<file path="config.mk">
export PLATFORM = sky130hd
export DESIGN_NAME = bootprom_ctl_flat
export DESIGN_NICKNAME = d
export VERILOG_FILES = /design/src/rtl/bootprom_ctl_if.sv /design/src/rtl/bootprom_ctl.sv /design/src/flat_wrapper.sv
export SDC_FILE = /design/constraint.sdc
export NUM_CORES = 1
export LEC_CHECK = 0
export CAP_MARGIN = 30
export CORE_ASPECT_RATIO = 1.25
export CORE_MARGIN = 2
export CORE_UTILIZATION = 43
export CTS_BUF_LIST = sky130_fd_sc_hd__clkbuf_4 sky130_fd_sc_hd__clkbuf_8
export CTS_CLUSTER_DIAMETER = 80
export DETAILED_ROUTE_END_ITERATION = 8
export PLACE_DENSITY = 0.81
export SYNTH_ARGS = -nofsm -noshare
export SYNTH_HDL_FRONTEND = slang
export SYNTH_SLANG_ARGS = --single-unit
</file>
<file path="constraint.sdc">
create_clock -name clk -period 1.59 [get_ports clk]
set_input_delay 0.477 -clock clk [delete_from_list [all_inputs] [get_ports clk]]
set_output_delay 0.477 -clock clk [all_outputs]
set_load 0.05 [all_outputs]
</file>
<file path="src/rtl/bootprom_ctl_if.sv">
// Bus bundle between the CPU-side decode, the boot PROM pair and bootprom_ctl.
//
// Handshake: the requester raises req (with wr/addr stable) and holds it
// until it sees a one-cycle ack (read data valid on rdata) or a one-cycle
// berr (write refused). The controller ignores req for at least one cycle
// after ack/berr, which gives the requester time to drop or change it.
// ack and berr are never asserted together.
interface bootprom_ctl_if;
  logic        req;
  logic        wr;
  logic [14:0] addr;
  logic        ack;
  logic        berr;
  logic [15:0] rdata;
  logic [14:0] prom_a;
  logic        prom_ce_n;
  logic        prom_oe_n;
  logic [7:0]  prom_dh;
  logic [7:0]  prom_dl;

  // Environment side: CPU decode plus the two PROM chips.
  modport master (
    output req, wr, addr, prom_dh, prom_dl,
    input  ack, berr, rdata, prom_a, prom_ce_n, prom_oe_n
  );

  // Controller side.
  modport slave (
    input  req, wr, addr, prom_dh, prom_dl,
    output ack, berr, rdata, prom_a, prom_ce_n, prom_oe_n
  );
endinterface

</file>
<file path="src/rtl/bootprom_ctl.sv">
// Boot PROM access controller for a pair of byte-wide 27256 EPROMs.
// One word read at a time: drives address/CE/OE for ACCESS_CYCLES, samples
// both byte lanes, pulses ack, then holds CE high for a recovery gap.
// Writes are refused with a one-cycle berr pulse.
//
// Optional feature macro: BOOTPROM_CACHE_EN adds a one-entry read cache
// (valid + tag) that answers a repeat read of the last address in one cycle
// without touching the PROM pins.
module bootprom_ctl #(
  parameter int ACCESS_CYCLES   = 3,
  parameter int RECOVERY_CYCLES = 1
) (
  input  logic           clk,
  input  logic           reset,
  bootprom_ctl_if.slave  bus,
  output logic [1:0]     o_dbg_state
);

  typedef enum logic [1:0] {
    S_IDLE    = 2'd0,
    S_ACCESS  = 2'd1,
    S_RECOVER = 2'd2
  } state_t;

  // Counter reload values; RECOVER always lasts at least one cycle.
  localparam logic [3:0] ACC_LOAD = 4'(ACCESS_CYCLES - 1);
  localparam logic [3:0] REC_LOAD = (RECOVERY_CYCLES > 1) ? 4'(RECOVERY_CYCLES - 1) : 4'd0;

  state_t      r_state;
  logic [3:0]  r_cnt;
  logic        r_ack;
  logic        r_berr;
  logic [15:0] r_rdata;
  logic [14:0] r_prom_a;
  logic        r_ce_n;
  logic        r_oe_n;
  logic        w_hit;

`ifdef BOOTPROM_CACHE_EN
  logic        r_valid;
  logic [14:0] r_tag;

  // A hit needs a valid entry whose tag matches the requested word.
  assign w_hit = r_valid && (bus.addr == r_tag);
`else
  assign w_hit = 1'b0;
`endif

  // Main FSM: owns every output register and the shared cycle counter.
  always_ff @(posedge clk) begin
    if (reset) begin
      r_state  <= S_IDLE;
      r_cnt    <= 4'd0;
      r_ack    <= 1'b0;
      r_berr   <= 1'b0;
      r_rdata  <= 16'h0000;
      r_prom_a <= 15'h0000;
      r_ce_n   <= 1'b1;
      r_oe_n   <= 1'b1;
`ifdef BOOTPROM_CACHE_EN
      r_valid  <= 1'b0;
      r_tag    <= 15'h0000;
`endif
    end else begin
      case (r_state)
        S_IDLE: begin
          if (bus.req) begin
            if (bus.wr) begin
              // PROM space is read-only: refuse without touching the pins.
              r_berr  <= 1'b1;
              r_cnt   <= REC_LOAD;
              r_state <= S_RECOVER;
            end else if (w_hit) begin
              // Cached word is already on rdata; a single recovery cycle follows.
              r_ack   <= 1'b1;
              r_cnt   <= 4'd0;
              r_state <= S_RECOVER;
            end else begin
              r_prom_a <= bus.addr;
              r_ce_n   <= 1'b0;
              r_oe_n   <= 1'b0;
              r_cnt    <= ACC_LOAD;
              r_state  <= S_ACCESS;
            end
          end
        end

        S_ACCESS: begin
          if (r_cnt == 4'd0) begin
            r_rdata <= {bus.prom_dh, bus.prom_dl};
            r_ack   <= 1'b1;
            r_ce_n  <= 1'b1;
            r_oe_n  <= 1'b1;
            r_cnt   <= REC_LOAD;
            r_state <= S_RECOVER;
`ifdef BOOTPROM_CACHE_EN
            r_valid <= 1'b1;
            r_tag   <= r_prom_a;
`endif
          end else begin
            r_cnt <= r_cnt - 4'd1;
          end
        end

        S_RECOVER: begin
          // ack/berr only live for the first recovery cycle; req is ignored here.
          r_ack  <= 1'b0;
          r_berr <= 1'b0;
          if (r_cnt == 4'd0) begin
            r_state <= S_IDLE;
          end else begin
            r_cnt <= r_cnt - 4'd1;
          end
        end

        default: begin
          r_state <= S_IDLE;
        end
      endcase
    end
  end

  assign bus.ack       = r_ack;
  assign bus.berr      = r_berr;
  assign bus.rdata     = r_rdata;
  assign bus.prom_a    = r_prom_a;
  assign bus.prom_ce_n = r_ce_n;
  assign bus.prom_oe_n = r_oe_n;
  assign o_dbg_state   = r_state;

endmodule

</file>
<file path="src/flat_wrapper.sv">
// flat-port wrapper written by rule: the top's interface ports become plain ports
module bootprom_ctl_flat 
#(
  parameter int ACCESS_CYCLES   = 3,
  parameter int RECOVERY_CYCLES = 1
)
  (clk, reset, o_dbg_state, bus_req, bus_wr, bus_addr, bus_prom_dh, bus_prom_dl, bus_ack, bus_berr, bus_rdata, bus_prom_a, bus_prom_ce_n, bus_prom_oe_n);
  bootprom_ctl_if bus_i ();
  input  logic clk;
  input  logic reset;
  output logic [1:0] o_dbg_state;
  input wire logic [$bits(bus_i.req)-1:0] bus_req;
  input wire logic [$bits(bus_i.wr)-1:0] bus_wr;
  input wire logic [$bits(bus_i.addr)-1:0] bus_addr;
  input wire logic [$bits(bus_i.prom_dh)-1:0] bus_prom_dh;
  input wire logic [$bits(bus_i.prom_dl)-1:0] bus_prom_dl;
  output wire logic [$bits(bus_i.ack)-1:0] bus_ack;
  output wire logic [$bits(bus_i.berr)-1:0] bus_berr;
  output wire logic [$bits(bus_i.rdata)-1:0] bus_rdata;
  output wire logic [$bits(bus_i.prom_a)-1:0] bus_prom_a;
  output wire logic [$bits(bus_i.prom_ce_n)-1:0] bus_prom_ce_n;
  output wire logic [$bits(bus_i.prom_oe_n)-1:0] bus_prom_oe_n;
  assign bus_i.req = bus_req;
  assign bus_i.wr = bus_wr;
  assign bus_i.addr = bus_addr;
  assign bus_i.prom_dh = bus_prom_dh;
  assign bus_i.prom_dl = bus_prom_dl;
  assign bus_ack = bus_i.ack;
  assign bus_berr = bus_i.berr;
  assign bus_rdata = bus_i.rdata;
  assign bus_prom_a = bus_i.prom_a;
  assign bus_prom_ce_n = bus_i.prom_ce_n;
  assign bus_prom_oe_n = bus_i.prom_oe_n;
  bootprom_ctl #(.ACCESS_CYCLES(ACCESS_CYCLES), .RECOVERY_CYCLES(RECOVERY_CYCLES)) u_core (.clk(clk), .reset(reset), .bus(bus_i), .o_dbg_state(o_dbg_state));
endmodule
</file>
## Word-level counts from Yosys, hierarchy flattened

Index checks and enable logic that the tools add are counted.

- Register bits after elaboration: 40
- Input port bits: 35
- Output and inout port bits: 37
- Logic and storage cells: 48

- Add/sub/neg operators: 1
- Equal/unequal tests: 8
- Multiplexer cells: 18
- Bitwise logic cells: 1
- Reduce and logical (&&, ||, !) cells: 13

Operators with widths:

| operator | number |
|---|---|
| 2-to-1 mux 4 bit | 3 |
| one-hot mux 4 bit (3 select lines) | 1 |
| AND reduction 3 bit | 4 |
| 2-to-1 mux 2 bit | 5 |
| inequality test 2 bit (second input constant) | 4 |
| one-hot mux 1 bit (2 select lines) | 3 |
| one-hot mux 2 bit (3 select lines) | 1 |
| nonzero test 2 bit | 3 |
| 2-to-1 mux 1 bit | 5 |
| zero test 4 bit | 1 |
| inequality test 2 x 1 -> 1 bit (second input constant) | 2 |
| AND reduction 2 bit | 2 |
| AND reduction 4 bit | 1 |
| subtractor 4 x 1 -> 4 bit (second input constant) | 1 |
| nonzero test 3 bit | 1 |
| equality test 2 x 1 -> 1 bit (second input constant) | 1 |
| equality test 2 bit (second input constant) | 1 |
| zero test 2 bit | 1 |
| NOT 1 bit | 1 |

## Depth between registers and ports, before layout

Gate-level depths: netlist (run 1).

- Depth after elaboration: 3
- Depth in mapped cells: 8
- Gate-level depth less buffers: 6

## Worst setup path before layout (run 1)

OpenSTA, ideal clock, no wires.

- Path kind: reg-to-reg
- Start: register u_core.r_state[0], in the netlist u_core.o_dbg_state[0]
- End: register u_core.r_prom_a[4], in the netlist u_core.bus.prom_a[4]
- Setup time: 72 ps
- Arrival time: 1828 ps
- Required time: 1518 ps
- Slack: -310 ps
- Cell stages (with the launch flop): 8
- Buffers on the path: 2
- Period minus slack after synthesis: 1900 ps
- Cells stage by stage: dfxtp_1 inv_1 ha_1 clkbuf_2 nand3b_1 clkbuf_1 nand2_1 a21oi_1

- Word-level cells in the longest chain between the ends: 2

RTL lines:

| item | RTL line | text |
|---|---|---|
| from (decl) | bootprom_ctl.sv:29 | `state_t r_state;` |
| from (signal assigned) | bootprom_ctl.sv:52 | `r_state <= S_IDLE;` |
| from (signal assigned) | bootprom_ctl.sv:72 | `r_state <= S_RECOVER;` |
| from (signal assigned) | bootprom_ctl.sv:77 | `r_state <= S_RECOVER;` |
| zero test 2 bit | bootprom_ctl.sv:65 | `case (r_state)` |
| AND reduction 3 bit (no source line) | -- |  |
| to (signal assigned) | bootprom_ctl.sv:79 | `r_prom_a <= bus.addr;` |
| to (decl) | bootprom_ctl.sv:34 | `logic [14:0] r_prom_a;` |

No other way between the ends.
A chain may end at the register's enable or synchronous reset.

## Worst setup path in the final report (run 1)

- Start: input port bus_req
- End: register u_core.r_cnt[2]

- Word-level cells in the longest chain between the ends: 2

RTL lines:

| item | RTL line | text |
|---|---|---|
| from (decl) | flat_wrapper.sv:12 | `input wire logic [$bits(bus_i.req)-1:0] bus_req;` |
| inequality test 2 bit (no source line) | -- |  |
| AND reduction 3 bit (no source line) | -- |  |
| to (signal assigned) | bootprom_ctl.sv:101 | `r_cnt <= r_cnt - 4'd1;` |
| to (signal assigned) | bootprom_ctl.sv:112 | `r_cnt <= r_cnt - 4'd1;` |
| to (decl) | bootprom_ctl.sv:30 | `logic [3:0] r_cnt;` |

No other way between the ends.

==> flow_summary_export.csv, run 1 <==
group,metric,value,unit
status,status,"complete, but fails checks",
status,violations,"negative setup slack",
grt,grt_first_pass_wirelength,7755,µm
critical_path,critPathTopFamily,"compound AO/OA/AOI/OAI gates",
critical_path,endpoint_kind,"flip-flop",
final_layout,drive_gt1_frac,0.3191,
sta,setup_tns,-14.91,ps
floorplanning,die_h,73.48,µm
final_layout,regArea,808.3,µm²
synthesis,synth_common_cells,"nand2_1, dfxtp_1, a21oi_1, a21oi_2",
critical_path,max_stage_delay,530,ps
floorplanning,dieArea,4378,µm²
grt,grt_overflow,0,
clocking,cts_sinks,40,
route,drc,0,
critical_path,slowest_stage,"clkdlybuf4s50_1",
synthesis,async_flop_share,0,
synthesis,yosys_warnings,0,
floorplanning,die_w,59.58,µm
sta,period_share,1.009,
clocking,cts_buffer_depth,2,
power_and_ir_drop,ir_drop,0.8259,mV
synthesis,synth_top_area_cell,"dfxtp_1",
final_layout,fillers,202,
critical_path,worstPathCellList,"clkdlybuf4s50_1, nand2b_1, o311ai_4, o21ai_0, a21oi_1",
critical_path,cp.required,1770,ps
worst_hold_path,hp-start,"u_core.bus.prom_a[12]",
power_and_ir_drop,total_leakage_power,0.001149,µW
placed_design,hpwl,3487,µm
grt,grt_pass1_vias,1753,
route,postRouteAntennaNets,0,
route,wire_per_inst,16.14,µm
clocking,cts_root_buffer,"clkbuf_8",
floorplanning,core-area,3754,µm²
sta,hold_violations,0,
route,vias,1714,
final_layout,insertedDiodeCount,0,
synthesis,syn-num-nets,238,
critical_path,arrival,1790,ps
clocking,clk_pin_slew,80,ps
synthesis,synth_cells,198,
clocking,clk_latency,290,ps
critical_path,path_max_fanout,5,
sta,worst_pin_slew,414.4,ps
floorplanning,row_count,25,
sta,max_freq,0.6231,GHz
synthesis,synth_edf_count,0,
grt,grt_max_degree,29,
grt,antenna_found_initial,0,
floorplanning,ios,72,
synthesis,synth_top_cells_by_area,"dfxtp_1, nand2_1, a21oi_1",
synthesis,avgSynthCellArea,8.386,µm²
critical_path,crit_type,"in2reg",
synthesis,synth_top_area_frac,0.4823,
route,vias_per_cell,5.323,
sta,worst_slack,-14.91,ps
clocking,htree_levels,2,
route,drtIter0Drc,86,
final_layout,syn2layout_area_growth,87.11,%
placed_design,gp_congestion,0.8274,
critical_path,cp-startpoint,"bus_req",
critical_path,cp-start-kind,"input pin",
synthesis,post-synth-top-count-cell,"nand2_1",
job,maxCapViolations,0,
power_and_ir_drop,power,3161,µW
clocking,cts_tree,"built",
critical_path,crit-reg2reg-launch,"u_core.o_dbg_state[0]",
synthesis,ys_types,32,
synthesis,ys_seq_area_frac,0.4823,
placed_design,io_buffers,71,
sta,finalSetupViolCount,1,
synthesis,synth-seq-cells,40,
final_layout,multi_input_area,879.6,µm²
synthesis,syn_area,1660,µm²
synthesis,ys.flop_type,"dfxtp_1",
placed_design,dp_slack,-175.0,ps
sta,slew_headroom,0.7216,
sta,drv_slew,0,
power_and_ir_drop,p_per_area,1017,nW/µm²
worst_hold_path,hold_path.class,"reg2reg",
sta,fin_crit,1605,ps
route,dr.pass1.iters,4,
clocking,numCtsBuffers,5,
sta,clock_skew,5.404,ps
final_layout,nets,321,
floorplanning,start_util,0.4423,
grt,grtUsageTotal,0.2352,
critical_path,cp.buffers_inverters,1,
route,wl,5198,µm
metal layers:
metal  GRT usage  vias to the layer above  wire length (µm)  part of all wire
met2      0.4139                       71              2837              0.55
li1            -                      832                 -                 -
met3      0.1162                       11               432             0.083
met4     0.08395                        0               101             0.019
met1      0.2358                      800              1826              0.35
met5           0                        -                 0                 0
report_power, final:
part | total, µW | internal (µW) | leakage, µW | switching (µW)
registers | 1170 | 1080 | 0.000327 | 91.1
logic | 1260 | 637 | 0.000770 | 625
clock network | 730 | 371 | 0.0000522 | 359
total | 3160 | 2090 | 0.00115 | 1080
state kept, by name, summed over array words and instances (netlist names):
register and flops:
u_core.bus.prom_a 15, u_core.o_dbg_state 2, u_core.bus.rdata 16, u_core.bus.prom_ce_n 1, u_core.bus.berr 1, u_core.bus.ack 1, u_core.r_cnt 4
cells in the final DEF (no fill, tap or decap), types with 2 or more instances in the layout:
| cell | count |
|---|---|
| o21ai_1 | 2 |
| inv_2 | 4 |
| nand3b_1 | 3 |
| o21ai_0 | 4 |
| nand2_1 | 65 |
| a211oi_1 | 3 |
| buf_4 | 12 |
| nor2_1 | 3 |
| buf_12 | 40 |
| clkdlybuf4s50_1 | 34 |
| nor3_1 | 3 |
| a21oi_1 | 28 |
| clkbuf_8 | 6 |
| dfxtp_4 | 2 |
| a21oi_2 | 10 |
| ha_4 | 4 |
| dfxtp_1 | 38 |
| buf_6 | 2 |
kinds of logic after synthesis:
| kind of cell | count (synthesis) | share of synthesized area |
|---|---|---|
| DFF | 40 | 0.4823 |
| buffers and inverters | 17 | 0.05048 |
| and+or+nand+nor | 83 | 0.2261 |
| AOI/OAI and AO/OA | 52 | 0.1974 |
| adders and majority gates | 5 | 0.03768 |
| muxes | 1 | 0.006029 |
final cells by class:
| cell class | instances | share of cell area |
|---|---|---|
| inverter | 5 | 0.006041 |
| sequential | 40 | 0.2602 |
| multi-input combinational | 141 | 0.2831 |
| clock buffer | 7 | 0.02900 |
| timing repair buffer | 88 | 0.4035 |
| clock inverter | 1 | 0.002014 |
| tap | 40 | 0.01611 |
worst register-to-register path, stage by stage (launching register included):
cell and delay (ps):
dfxtp_4 390, inv_2 70, ha_4 210, o21ai_1 240, buf_4 160, nor3_1 40
o21ai_0 250, a21oi_1 120
stage by stage:
step,utilization,hold slack [ps],std cells,cell area [µm²]
global route,0.8277,523.3,322,3107
finish,0.8277,497.2,322,3107
global placement,0.7620,479.0,308,2860
detailed placement,0.7620,486.6,308,2860
floorplan,-,478.2,198,1675
CTS,0.7963,499.7,319,2989
repair_timing:
item / in CTS / in global routing
gates resized for setup: 3 / 18
pin swaps: 0 / 3
hold buffers: 0 / 0
setup buffers: 3 / 3
setup endpoints to repair: 17 / 22
worst paths after layout:
kind / end / slack [ps] / cells past startpoint
hold reg to reg: u_core.bus.prom_a[12] / 500 / 2
hold / removal: u_core.bus.prom_a[12] / 500 / 2
setup / recovery: u_core.r_cnt[2] / -10 / 5
setup reg to reg: u_core.r_cnt[2] / 10 / 7
Power figures use the tool's default switching activity.
==> inputs of run 2 (changes only) <==
--- a/config.mk
+++ b/config.mk
@@ -8,11 +8,12 @@
 export CAP_MARGIN = 30
 export CORE_ASPECT_RATIO = 1.25
 export CORE_MARGIN = 2
-export CORE_UTILIZATION = 43
+export CORE_UTILIZATION = 60
 export CTS_BUF_LIST = sky130_fd_sc_hd__clkbuf_4 sky130_fd_sc_hd__clkbuf_8
 export CTS_CLUSTER_DIAMETER = 80
 export DETAILED_ROUTE_END_ITERATION = 8
-export PLACE_DENSITY = 0.81
+export DONT_BUFFER_PORTS = 1
+export PLACE_DENSITY = 0.76
 export SYNTH_ARGS = -nofsm -noshare
 export SYNTH_HDL_FRONTEND = slang
 export SYNTH_SLANG_ARGS = --single-unit
==> flow_summary_export.csv, run 2 (synthesis gave the netlist of run 1 again) <==
group,metric,value,unit
status,status,"complete, no violations",
route,vias_per_cell,5.763,
floorplanning,die_w,51.05,µm
clocking,numCtsBuffers,5,
clocking,cts_tree,"built",
grt,grt_pass1_vias,1356,
power_and_ir_drop,p_switching,926.5,µW
placed_design,dp_slack,24.65,ps
sta,fin_crit,1518,ps
power_and_ir_drop,sw_frac_of_total,0.3576,
final_layout,multi_input_area,824.5,µm²
critical_path,cp-startpoint,"u_core.bus.prom_a[14]",
power_and_ir_drop,power.share.combinational,0.227,
final_layout,drive_gt1_frac,0.2184,
floorplanning,ios,72,
critical_path,cp.depth,0,
critical_path,ff2ff_setup_slack,70,ps
power_and_ir_drop,total_leakage_power,0.0006637,µW
route,wl,3666,µm
route,vias,1383,
sta,finalSetupViolCount,0,
clocking,clk_latency,370,ps
floorplanning,core-area,2654,µm²
grt,grt_overflow,0,
route,wire_per_inst,15.28,µm
floorplanning,die_h,62.82,µm
critical_path,crit_type,"reg2out",
final_layout,nets,245,
placed_design,io_buffers,0,
sta,drv_slew,0,
grt,antenna_found_initial,0,
final_layout,final_common_cell,"nand2_1",
sta,hold_violations,0,
job,maxCapViolations,0,
sta,clock_skew,13.46,ps
critical_path,cp-start-kind,"flip-flop",
grt,grt_first_pass_wirelength,5789,µm
placed_design,gp_congestion,0.7902,
clocking,cts_sinks,40,
power_and_ir_drop,ir_drop,0.9610,mV
final_layout,insertedDiodeCount,0,
floorplanning,start_util,0.6256,
sta,max_freq,0.6588,GHz
power_and_ir_drop,internal_power,1664,µW
final_layout,largest_register_ffs,16,
route,postRouteAntennaNets,0,
critical_path,cp.required,1110,ps
clocking,htree_levels,2,
power_and_ir_drop,p_per_area,1367,nW/µm²
placed_design,hpwl,2565,µm
final_layout,final_cell_mix,"nand2_1, dfxtp_1, a21oi_1, a21oi_2, buf_4",
final_layout,syn2layout_area_growth,14.17,%
floorplanning,dieArea,3207,µm²
critical_path,crit-reg2reg-capture,"u_core.r_cnt[1]",
sta,worst_pin_slew,524.6,ps
clocking,cts_root_buffer,"clkbuf_4",
critical_path,path_max_fanout,2,
critical_path,crit-reg2reg-launch,"u_core.o_dbg_state[1]",
sta,period_share,0.9546,
clocking,postCtsHoldBufs,0,
power_and_ir_drop,power,2591,µW
critical_path,rr_worst_depth,6,
route,drc,0,
final_layout,regArea,808.3,µm²
worst_hold_path,hold_path.class,"in2reg",
clocking,clk_pin_slew,130,ps
route,drtIter0Drc,41,
grt,grt_max_degree,41,
critical_path,endpoint_kind,"output port",
power_and_ir_drop,clkPwrFrac,0.270,
grt,grtUsageTotal,0.2393,
route,dr.pass1.iters,4,
clocking,cts_buffer_depth,2,
sta,worst_slack,72.16,ps
critical_path,crit_end,"bus_prom_a[14]",
power_and_ir_drop,pwr-share-seq,0.502,
final_layout,fillers,202,
sta,slew_headroom,0.6498,
floorplanning,row_count,21,
critical_path,arrival,1040,ps
## run 2: cell count changes in the layout (fill, tap and decap cells not counted), moves of 3 or more
cell	delta
buf_12	-38
clkdlybuf4s50_1	-34
clkbuf_8	-6
clkbuf_4	+4
buf_4	-3
ha_2	+3
ha_4	-3
## run 2: per-layer routing
metal	share of wire	GRT usage
met5	0	0
met4	0.019	0.1385
met3	0.087	0.07177
met2	0.51	0.4107
met1	0.38	0.2504
## run 2: power by group through the flow
| stage | combinational (µW) | clock, µW | sequential (µW) |
|---|---|---|---|
| finish | 589 | 701 | 1300 |
| global route | 648 | 761 | 1310 |
| CTS | 526 | 703 | 1300 |
| detailed placement | 502 | 0 | 1320 |
| global placement | 475 | 0 | 1320 |
| floorplan | 356 | 0 | 1360 |
## run 2: stage by stage
stage	util	instances	instance area [µm²]	hold WS, ps	setup TNS (ps)
2_1_floorplan	-	198	1675	478.2	0
3_3_place_gp	0.6572	229	1744	465.8	0
3_5_place_dp	0.6572	229	1744	471.8	0
4_1_cts	0.6940	239	1842	149.1	0
5_1_grt	0.7143	240	1896	118.4	-62.91
6_report	0.7143	240	1896	159.9	0
## run 2: layout make-up
type,instances,area share
Sequential cell,40,0.4264
Inverter,5,0.009901
Clock buffer,5,0.01980
Clock inverter,3,0.02376
Multi-Input combinational cell,141,0.4350
Tap cell,34,0.02244
Timing Repair Buffer,12,0.06271
## run 2: timing repair
action / CTS / global route
endpoints found under the setup margin: 5 / 21
pin swaps: 0 / 4
resized for setup: 0 / 13
setup buffers: 2 / 1
gates cloned: 0 / 0
## run 2: how the worst min path moves through the flow
stage,startpoint,to,slack (ps),depth (start not counted)
2_1_floorplan,u_core.r_cnt[1],u_core.r_cnt[1],480,2
3_3_place_gp,u_core.bus.ack,u_core.bus.ack,470,2
3_5_place_dp,u_core.bus.ack,u_core.bus.ack,470,2
4_1_cts,reset,u_core.bus.rdata[10],150,1
5_1_grt,reset,u_core.bus.rdata[9],120,1
6_report,reset,u_core.bus.rdata[14],160,1
==> inputs of run 3 (changes only) <==
--- a/config.mk
+++ b/config.mk
@@ -14,6 +14,7 @@
 export DETAILED_ROUTE_END_ITERATION = 8
 export DONT_BUFFER_PORTS = 1
 export PLACE_DENSITY = 0.76
+export SKIP_LAST_GASP = 1
 export SYNTH_ARGS = -nofsm -noshare
 export SYNTH_HDL_FRONTEND = slang
 export SYNTH_SLANG_ARGS = --single-unit
==> flow_summary_export.csv, run 3 (synthesis gave the netlist of run 1 again) <==
group,metric,value,unit
status,status,"complete, no violations",
sta,setup_tns,0,ps
power_and_ir_drop,ir_drop,0.9613,mV
critical_path,endpoint_kind,"output port",
power_and_ir_drop,power.share.combinational,0.228,
sta,slew_headroom,0.6491,
sta,drv_slew,0,
critical_path,cp-start-kind,"flip-flop",
critical_path,path_max_fanout,2,
final_layout,nets,245,
worst_hold_path,hold_path.class,"in2reg",
clocking,postCtsHoldBufs,0,
clocking,cts_buffer_depth,2,
grt,antenna_found_initial,0,
route,vias_per_cell,5.746,
power_and_ir_drop,internal_power,1664,µW
floorplanning,row_count,21,
floorplanning,die_w,51.05,µm
sta,worst_pin_slew,525.6,ps
power_and_ir_drop,pwr-share-seq,0.502,
sta,finalSetupViolCount,0,
route,wl,3673,µm
placed_design,placed_area,1744,µm²
route,vias,1379,
sta,hold_violations,0,
power_and_ir_drop,sw_frac_of_total,0.3572,
floorplanning,core-area,2654,µm²
final_layout,syn2layout_area_growth,14.17,%
route,drc,0,
sta,period_share,0.9545,
floorplanning,dieArea,3207,µm²
critical_path,cp.required,1110,ps
placed_design,placed_cells,229,
sta,rsz0062_at_grt,"yes",
clocking,clk_latency,370,ps
grt,grt_overflow,0,
final_layout,largest_register_ffs,16,
final_layout,insertedDiodeCount,0,
floorplanning,die_h,62.82,µm
clocking,htree_levels,2,
route,postRouteAntennaNets,0,
floorplanning,start_util,0.6256,
critical_path,arrival,1040,ps
placed_design,hpwl,2565,µm
sta,clock_skew,13.40,ps
job,maxCapViolations,0,
critical_path,ff2ff_setup_slack,70,ps
power_and_ir_drop,clkPwrFrac,0.270,
route,wire_per_inst,15.30,µm
grt,grt_pass1_vias,1356,
final_layout,final_cells,240,
grt,grt_first_pass_wirelength,5789,µm
route,dr.pass1.iters,4,
final_layout,drive_gt1_frac,0.2136,
power_and_ir_drop,p_per_area,1366,nW/µm²
sta,max_freq,0.6589,GHz
power_and_ir_drop,total_leakage_power,0.0006639,µW
clocking,cts_sinks,40,
critical_path,crit_type,"reg2out",
grt,grtUsageTotal,0.2393,
placed_design,io_buffers,0,
clocking,clk_pin_slew,140,ps
sta,fin_crit,1518,ps
placed_design,gp_congestion,0.7902,
route,drtIter0Drc,41,
final_layout,fillers,202,
clocking,cts_tree,"built",
grt,grt_max_degree,41,
power_and_ir_drop,power,2589,µW
floorplanning,ios,72,
final_layout,final_cell_area,1896,µm²
sta,worst_slack,72.41,ps
placed_design,dp_slack,24.65,ps
final_layout,final_common_cell,"nand2_1",
clocking,numCtsBuffers,5,
final_layout,final_cell_mix,"nand2_1, dfxtp_1, a21oi_1, a21oi_2, buf_4",
clocking,cts_root_buffer,"clkbuf_4",
power_and_ir_drop,p_switching,924.7,µW
run 3: metrics by stage:
stage / hold slack [ps] / utilization
global placement: 465.8 / 0.6572
CTS: 149.1 / 0.6940
floorplan: 478.2 / -
global route: 118.4 / 0.7143
detailed placement: 471.8 / 0.6572
finish: 162.3 / 0.7143
run 3: final timing paths:
kind / cells after the start / from / end
setup / recovery: 0 / u_core.bus.prom_a[14] / bus_prom_a[14]
hold / removal: 1 / reset / u_core.bus.rdata[14]
setup reg to reg: 6 / u_core.o_dbg_state[1] / u_core.r_cnt[1]
hold reg to reg: 2 / u_core.bus.ack / u_core.bus.ack
run 3: area by class of cell:
| class | instances | area [µm²] | area share |
|---|---|---|---|
| Sequential cell | 40 | 808.3 | 0.4264 |
| Clock inverter | 3 | 45.04 | 0.02376 |
| Inverter | 5 | 18.77 | 0.009901 |
| Timing Repair Buffer | 12 | 118.9 | 0.06271 |
| Multi-Input combinational cell | 141 | 824.5 | 0.4350 |
| Clock buffer | 5 | 37.54 | 0.01980 |
| Tap cell | 34 | 42.54 | 0.02244 |
run 3: timing repair:
action,CTS,global route
resized for setup,0,12
buffers inserted,2,1
hold endpoints to repair,0,0
pin swaps,0,4
setup endpoints to repair,5,21
run 3: layer usage:
layer | vias to the layer above | GRT usage | wire length (µm)
met5 | - | 0 | 0
met4 | 0 | 0.1385 | 70
met3 | 9 | 0.07177 | 325
met2 | 67 | 0.4107 | 1878
met1 | 626 | 0.2504 | 1399
li1 | 677 | - | -
run 3: power groups by stage:
stage                     logic [µW]  registers [µW]  clock network [µW]
after floorplan                  356            1360                   0
after global placement           475            1320                   0
after detailed placement         502            1320                   0
after CTS                        526            1300                 703
after global routing             648            1310                 761
final                            589            1300                 700
